### config.mk
export PLATFORM = sky130hd
export DESIGN_NAME = interval_meter
export DESIGN_NICKNAME = d
export VERILOG_FILES = /design/src/rtl/interval_meter.sv
export SDC_FILE = /design/constraint.sdc
export NUM_CORES = 1
export LEC_CHECK = 0
export ABC_AREA = 1
export CORE_UTILIZATION = 45
export CTS_CLUSTER_DIAMETER = 60
export DETAILED_ROUTE_END_ITERATION = 10
export PLACE_DENSITY = 0.68
export SLEW_MARGIN = 0
export SYNTH_ARGS = -nofsm -noshare
export SYNTH_HDL_FRONTEND = slang
export SYNTH_SLANG_ARGS = --single-unit
### constraint.sdc
create_clock -name clk -period 10.8 [get_ports clk]
set_input_delay 2.16 -clock clk [delete_from_list [all_inputs] [get_ports clk]]
set_output_delay 2.16 -clock clk [all_outputs]
set_load 0.005 [all_outputs]
### src/rtl/interval_meter.sv
// ---------------------------------------------------------------------------
// interval_meter
//
// Multi-channel edge-to-edge interval meter. A reference edge starts a tick
// counter; the next edge on the selected stop channel stops it. The tick
// count is scaled by TICK_NS and published on interval_ns.
//
// Ports:
//   clk          system clock
//   rst          asynchronous active-high reset
//   sig_ref      asynchronous reference input
//   sig_ch       asynchronous stop inputs, one per channel
//   ch_sel       stop channel select (captured at measurement start)
//   edge_sel     0 = falling edges, 1 = rising edges (captured at start)
//   interval_ns  last valid result, ticks x TICK_NS truncated to OUT_W
//   valid        one-cycle pulse when interval_ns updates
//   timeout      one-cycle pulse when a measurement is aborted
//   busy         high whenever the measurement FSM is not idle
//
// Optional feature macro: INTERVAL_AVG_EN
//   When defined, successful tick results are summed over 8 measurements
//   and only the average of each block of eight is published. A timeout
//   discards the partial block.
// ---------------------------------------------------------------------------
module interval_meter #(
  parameter int     CH            = 4,
  parameter int     CNT_W         = 32,
  parameter int     OUT_W         = 40,
  parameter int     TICK_NS       = 5,
  parameter longint TIMEOUT_TICKS = 200_000_000,
  localparam int    SEL_W         = (CH > 1) ? $clog2(CH) : 1
) (
  input  logic             clk,
  input  logic             rst,
  input  logic             sig_ref,
  input  logic [CH-1:0]    sig_ch,
  input  logic [SEL_W-1:0] ch_sel,
  input  logic             edge_sel,
  output logic [OUT_W-1:0] interval_ns,
  output logic             valid,
  output logic             timeout,
  output logic             busy
);

  localparam logic [CNT_W-1:0] TMO_LIM   = CNT_W'(TIMEOUT_TICKS);
  localparam logic [OUT_W-1:0] TICK_MULT = OUT_W'(TICK_NS);

  typedef enum logic [1:0] {
    IDLE  = 2'd0,
    COUNT = 2'd1,
    DONE  = 2'd2,
    TMO   = 2'd3
  } state_t;

  state_t state, state_next;

  logic             ref_s1, ref_s2, ref_hist;
  logic [CH-1:0]    ch_s1, ch_s2, ch_hist;
  logic             ref_pulse;
  logic [CH-1:0]    ch_pulse;
  logic             stop_pulse;

  logic [CNT_W-1:0] cnt;
  logic [CNT_W-1:0] cnt_inc;
  logic [CNT_W-1:0] ticks;
  logic [SEL_W-1:0] sel_ch_q;
  logic             sel_edge_q;

  logic [CNT_W-1:0] result_ticks;
  logic             publish;

  // Reference and stop inputs share the same sync + history structure so
  // their pin-to-pulse latency is identical and cancels in the interval.
  always_ff @(posedge clk or posedge rst) begin
    if (rst) begin
      ref_s1   <= 1'b0;
      ref_s2   <= 1'b0;
      ref_hist <= 1'b0;
      ch_s1    <= '0;
      ch_s2    <= '0;
      ch_hist  <= '0;
    end else begin
      ref_s1   <= sig_ref;
      ref_s2   <= ref_s1;
      ref_hist <= ref_s2;
      ch_s1    <= sig_ch;
      ch_s2    <= ch_s1;
      ch_hist  <= ch_s2;
    end
  end

  // The reference polarity follows the live edge_sel (only used in IDLE);
  // stop polarity follows the value captured when the measurement started.
  assign ref_pulse = edge_sel   ? (ref_s2 & ~ref_hist) : (~ref_s2 & ref_hist);
  assign ch_pulse  = sel_edge_q ? (ch_s2 & ~ch_hist)   : (~ch_s2 & ch_hist);

  // Decoded by comparison rather than indexing so that a select value with
  // no matching channel simply never produces a stop.
  always_comb begin
    stop_pulse = 1'b0;
    for (int i = 0; i < CH; i++) begin
      if (sel_ch_q == SEL_W'(i)) stop_pulse = ch_pulse[i];
    end
  end

  assign cnt_inc = cnt + 1'b1;
  assign busy    = (state != IDLE);

  always_ff @(posedge clk or posedge rst) begin
    if (rst) state <= IDLE;
    else     state <= state_next;
  end

  // A stop in the same cycle as the timeout condition takes priority.
  always_comb begin
    state_next = state;
    case (state)
      IDLE:    if (ref_pulse) state_next = COUNT;
      COUNT: begin
        if (stop_pulse)              state_next = DONE;
        else if (cnt_inc == TMO_LIM) state_next = TMO;
      end
      DONE:    state_next = IDLE;
      TMO:     state_next = IDLE;
      default: state_next = IDLE;
    endcase
  end

`ifdef INTERVAL_AVG_EN
  logic [2:0]       sample_cnt;
  logic [CNT_W+2:0] acc;
  logic [CNT_W+2:0] acc_sum;

  assign acc_sum      = acc + {3'b000, ticks};
  assign result_ticks = acc_sum[CNT_W+2:3];
  assign publish      = (sample_cnt == 3'd7);

  // The eighth sample is folded into the published average directly, so
  // the accumulator clears instead of storing it.
  always_ff @(posedge clk or posedge rst) begin
    if (rst) begin
      sample_cnt <= 3'd0;
      acc        <= '0;
    end else if (state == TMO) begin
      sample_cnt <= 3'd0;
      acc        <= '0;
    end else if (state == DONE) begin
      if (publish) begin
        sample_cnt <= 3'd0;
        acc        <= '0;
      end else begin
        sample_cnt <= sample_cnt + 3'd1;
        acc        <= acc_sum;
      end
    end
  end
`else
  assign result_ticks = ticks;
  assign publish      = 1'b1;
`endif

  // Counting, shadow capture and result registers. The tick count is
  // cnt + 1 at the stop so that a stop D cycles after the start gives D.
  always_ff @(posedge clk or posedge rst) begin
    if (rst) begin
      cnt         <= '0;
      ticks       <= '0;
      sel_ch_q    <= '0;
      sel_edge_q  <= 1'b0;
      interval_ns <= '0;
      valid       <= 1'b0;
      timeout     <= 1'b0;
    end else begin
      valid   <= 1'b0;
      timeout <= 1'b0;
      case (state)
        IDLE: begin
          if (ref_pulse) begin
            cnt        <= '0;
            sel_ch_q   <= ch_sel;
            sel_edge_q <= edge_sel;
          end
        end
        COUNT: begin
          cnt <= cnt_inc;
          if (stop_pulse) ticks <= cnt_inc;
        end
        DONE: begin
          if (publish) begin
            interval_ns <= OUT_W'(result_ticks) * TICK_MULT;
            valid       <= 1'b1;
          end
        end
        TMO: begin
          timeout <= 1'b1;
        end
        default: begin
        end
      endcase
    end
  end

endmodule

==> summary.txt <==
Placement
  • Cell total after placement: 1275
  • I/O Buffers: 47
  • HPWL after DPL: 13.1 mm
  • GPL Wtd Cong: 0.921
  • Pre-CTS setup slack: 6.30 ns

Yosys
  • FFs w/ async S/R, synth: 1.00
  • Synthesized cell area: 7640 um2
  • Post-synth EDFFs: 0
  • Syn_area_per_cell: 7.44 um2
  • Yosys warning total: 0
  • Yosys top cell area share: 0.396
  • Top_reg_cell synth: dfrtp_1
  • Synth area leader: dfrtp_1
  • Top cells by area, synth: dfrtp_1, nand2_1, ha_1
  • Post-Syn Instances: 1027
  • Post-synthesis register bit count: 121
  • Sequential area share after synthesis: 0.396
  • Yosys cell types: 37

Critical path
  • Arrival time at the worst endpoint: 4.37 ns
  • Worst reg2reg path depth: 11
  • Crit path launch: edge_sel
  • Worst r2r src: result_ticks[7]
  • Worst setup path end: cnt[9]
  • Crit-path cells: clkdlybuf4s50_1 > inv_1 > a21oi_1 > nor2_1 > nand2_1 > nand2_1 > o22ai_1
  • CP most frequent cell: nand2_1
  • FF-to-FF End: interval_ns[32]
  • Worst reg-to-reg setup slack: 8.13 ns
  • CP max FO: 24
  • CP Capture Type: register
  • Worst Path Required: 11.12 ns
  • Slowest cell on the critical path: nand2_1
  • Type of origin of the critical path: primary input
  • Worst Path Buf+Inv: 2
  • Crit path kind: in2reg
  • CP top delay family: simple AND/OR/NAND/NOR gates
  • WP depth: 7
  • Largest stage delay, worst path: 0.69 ns

Die
  • Die Ht: 132 um
  • Ports: 53
  • Std-Cell Rows: 47
  • Die W: 132 um
  • Core Region: 16600 um2
  • Initial core utilization: 0.461
  • Die footprint: 17500 um2

Timing
  • Final setup viols: 0
  • Hold WS: 0.347 ns
  • Final worst-path cycle share: 0.375
  • Tmin final: 4.05 ns
  • Max Clk Rate: 247 MHz
  • Final Skew: 0.0103 ns
  • Slew Limit Fails: 0
  • Slew headroom: 0.297
  • Fin worst setup slack: 6.75 ns
  • Fin. Hold Viols: 0
  • Worst-Margin Slew: 1.05 ns
  • Final setup TNS: 0 ns
  • RSZ-0062 raised after global routing: false

Clock tree
  • Clock Tree Buf Depth: 2
  • Clk sinks: 121
  • CTS HTree Levels: 4
  • Postcts setup bufs: 0
  • CTS root buf: clkbuf_16
  • CTS Buf Count: 17
  • Resize count post-CTS: 0
  • Worst-skew pair later-pin latency: 0.43 ns
  • Clk pin slew, worst setup/hold paths: 0.07 ns
  • CTS tree: yes
  • Hold_buf cts: 0

Pwr
  • Pleak: 4.26 nW
  • Maximum vdd ir drop: 0.116 mV
  • Final Power: 0.00143 W
  • Pwr Density: 160 nW/um2

Cells and area
  • Fill count: 1626
  • Combined area of the multi-input logic cells: 4090 um2
  • Post-route insts no fill: 1307
  • Most frequent cells in the layout: nand2_1, dfrtp_1, inv_1
  • Layout cells sized above 1: 0.0534
  • # diodes: 0
  • Sequential Area: 3030 um2
  • Commonest non-fill, non-tap cell in the layout: nand2_1
  • Layout area overhead: 16.3%
  • Final net count: 1147

Detailed routing
  • First drt pass iteration count: 6
  • Vias per cell: 5.22
  • Post-DRT Antenna Nets: 0
  • DR WL/cell: 13.6 um
  • Initial drt markers: 516
  • Routed WL: 17.8 mm
  • DR vias: 6826
  • Drt drc: 0

GRT
  • Initial antenna violation count: 0
  • First-pass GRT wire length: 30.6 mm
  • Pin count of the biggest net entering global routing: 79
  • Grt total ovfl: 0
  • GRT Overall Usage: 0.219
  • Vias in the first global route: 6385

Outcome
  • Run status: finished clean

Run
  • Max-Cap Viols: 0

Min path
  • Worst hold path class: reg2reg
==> worst min-delay path by stage <==
| stage | start | to | slack, ns | cells past startpoint |
|---|---|---|---|---|
| after floorplan | ch_s1[0] | ch_s2[0] | 0.33 | 0 |
| after global placement | ref_s1 | ref_s2 | 0.33 | 0 |
| after detailed placement | ch_s1[3] | ch_s2[3] | 0.34 | 0 |
| after CTS | ch_s1[0] | ch_s2[0] | 0.35 | 0 |
| after global routing | ch_s1[2] | ch_s2[2] | 0.36 | 0 |
| final | ch_s1[2] | ch_s2[2] | 0.35 | 0 |
==> power by group <==
group          leakage (nW)  total [W]  switching (W)  internal [W]
Clock                 0.276   0.000563       0.000240      0.000324
Sequential             1.62   0.000541      0.0000377      0.000503
Combinational          2.37   0.000322       0.000211      0.000110
Total                  4.26    0.00143       0.000489      0.000937
==> per-layer routing <==
| layer | vias to the layer above | track usage | part of all wire |
|---|---|---|---|
| li1 | 3469 | - | - |
| met1 | 3118 | 0.301 | 0.49 |
| met2 | 194 | 0.340 | 0.45 |
| met3 | 45 | 0.0381 | 0.041 |
| met4 | 0 | 0.0964 | 0.027 |
| met5 | - | 0 | 0 |
==> layout make-up <==
type	count	share of cell area
multi-input combinational	772	0.461
sequential	121	0.341
timing repair buffer	50	0.0555
clock buffer	17	0.0479
inverter	112	0.0476
tap	220	0.0310
clock inverter	15	0.0169
==> cell usage after synthesis (2+ instances only) <==
cell / number
nand2_1: 307
dfrtp_1: 121
inv_1: 112
nor2_1: 91
o21ai_0: 82
ha_1: 62
nand3_1: 56
a21oi_1: 48
o22ai_1: 23
clkbuf_1: 17
nand4_1: 15
nor3_1: 13
xor2_1: 11
a31oi_1: 7
xnor2_1: 7
buf_4: 5
nand3b_1: 5
nor2_4: 5
o21ai_1: 5
buf_2: 4
nor2_2: 4
o21a_1: 4
or2_2: 4
nand2_2: 3
o21bai_1: 3
o221ai_1: 2
==> metrics by stage <==
step	util	instance area (um2)
after global routing	0.536	8890
after detailed placement	0.501	8310
after floorplan	-	7650
final	0.536	8890
after global placement	0.501	8310
after CTS	0.536	8890
==> logic make-up (layout without fill, tap and decap cells) <==
logic type | Yosys count | after routing | synth area share
adders and majority gates | 63 | 63 | 0.104
and+or+nand+nor | 509 | 509 | 0.282
buffers and inverters | 138 | 194 | 0.0709
xor gates and xnor gates | 18 | 18 | 0.0206
other | 1 | 5 | 0.000491
DFF | 121 | 121 | 0.396
AOI/OAI and AO/OA | 177 | 177 | 0.125
==> state kept, by name, indices dropped and copies added (netlist names), 2 cells and up <==
| name | cells |
|---|---|
| interval_ns | 35 |
| state | 2 |
| ch_hist | 4 |
| sel_ch_q | 2 |
| result_ticks | 32 |
| ch_s2 | 4 |
| ch_s1 | 4 |
| cnt | 32 |
==> worst reg2reg max path, cell delays in order (launching register included) <==
cell	delay, ns
dfrtp_1	0.41
ha_1	0.31
ha_1	0.39
nand2_1	0.11
nor2_1	0.23
nand4_1	0.10
o21ai_0	0.54
nand2_1	0.20
nand2_1	0.10
nand2_1	0.05
nand3_1	0.07
nand2_1	0.05
(Power assumes the default switching activity.)
==> RTL edit: new RTL, config.mk and constraints unchanged <==
Set the parameter `CNT_W` to 64 (it was 32).
--- a/src/rtl/interval_meter.sv
+++ b/src/rtl/interval_meter.sv
@@ -26,3 +26,3 @@
   parameter int     CH            = 4,
-  parameter int     CNT_W         = 32,
+  parameter int     CNT_W         = 64,
   parameter int     OUT_W         = 40,
Formal check against the unedited RTL: no difference found for any inputs over 10 cycles, from zero or initial values and one cycle with rst high; that may be too few to reach the edited logic, so the function may still have changed.
==> RTL edit against the unedited design <==
- sequential cell count rose by 45
- cell area increased by 40%
- routed wire length rose by 66%
- power rose by 24%
- area after synthesis grew 45%
- largest power group is now registers
- clock power increased by 7.3%
- worst setup slack improved by 0.010 ns
==> RTL edit: results (changes against the unedited design) <==
[cells_and_area]
layout-drive-gt1-share_pct = 4.77  ; -0.56 points
nFillCells = 2376  ; +46%
regMostFlops = cnt

[synth]
syn-mean-instance-area_um2 = 7.01  ; -5.7%
synth_fa_ha_area_share_pct = 8.67  ; -1.7 points
synth_seq_area_share_pct = 37.6  ; -2.1 points
synth.area.top_cells = dfrtp_1, nand2_1, ha_1, nor2_1, o21ai_0
yosys-top-cells-count = nand2_1, nor2_1, dfrtp_1, inv_1, o21ai_0
synth-xor-area-share_pct = 1.82  ; -0.24 points
yosys-mux-area-fraction_pct = 0.102  ; +0.10 points

[timing]
maxSlewHeadroom_pct = 20.1  ; -9.6 points
fin_worst_skew_ns = 0.0129  ; +0.00264 ns
post-route-period-util_pct = 37.4  ; -0.096 points

[global_route]
grt_pass1_vias = 9734  ; +52%
use_met3_pct = 3.27  ; -0.54 points
use_met1_pct = 32.3  ; +2.2 points
grt_pass1_wl_um = 49300  ; +61%
grt_max_degree = 106  ; +34%

[placement]
dp_slack_ns = 6.29  ; -0.0166 ns
placed_area_um2 = 11900  ; +43%
gp_congestion = 0.932  ; +1.3%

[worst_setup_path]
r2r_cells = 13  ; +2
r2r-end = interval_ns[30]$_DFFE_PP0P_
cp_slowest_cell = nand2_2
r2r_start = result_ticks[3]$_DFFE_PP0P_
crit_fanout = 59  ; +150%
crit_end = cnt[16]$_DFFE_PP0P_
reg2reg_slack_ns = 7.68  ; -0.45 ns

[power_and_ir_drop]
switching_share_pct = 35.8  ; +1.6 points
pwr-share-comb_pct = 24.6  ; +2.0 points
powerClk_mw = 0.604  ; +7.3%
power_density_nw_per_um2 = 142  ; -11%

[detailed_routing]
routed_via_density = 5.28  ; +1.1%
wl_met3_um = 1310  ; +79%
wl_met1_um = 13800  ; +60%
drtIter0Drc = 832  ; +61%

[outcome]
status = finished clean

-- RTL edit: how the worst min path moves through the flow --
stage                     cells past startpoint  slack (ns)          startpoint                 end
after floorplan                               0        0.33  ch_s1[0]$_DFF_PP0_  ch_s2[0]$_DFF_PP0_
after global placement                        0        0.33  ch_s1[3]$_DFF_PP0_  ch_s2[3]$_DFF_PP0_
after detailed placement                      0        0.34  ch_s1[3]$_DFF_PP0_  ch_s2[3]$_DFF_PP0_
after CTS                                     0        0.35  ch_s1[3]$_DFF_PP0_  ch_s2[3]$_DFF_PP0_
after global routing                          0        0.36  ch_s1[3]$_DFF_PP0_  ch_s2[3]$_DFF_PP0_
final                                         0        0.35  ch_s1[3]$_DFF_PP0_  ch_s2[3]$_DFF_PP0_
-- RTL edit: layout make-up --
type,instances,area (µm²),area share [%]
multi-input combinational,1218,6190,49.6
sequential,166,4150,33.3
inverter,163,617,4.95
timing repair buffer,55,543,4.36
clock buffer,18,429,3.44
tap,319,399,3.20
clock inverter,14,136,1.09
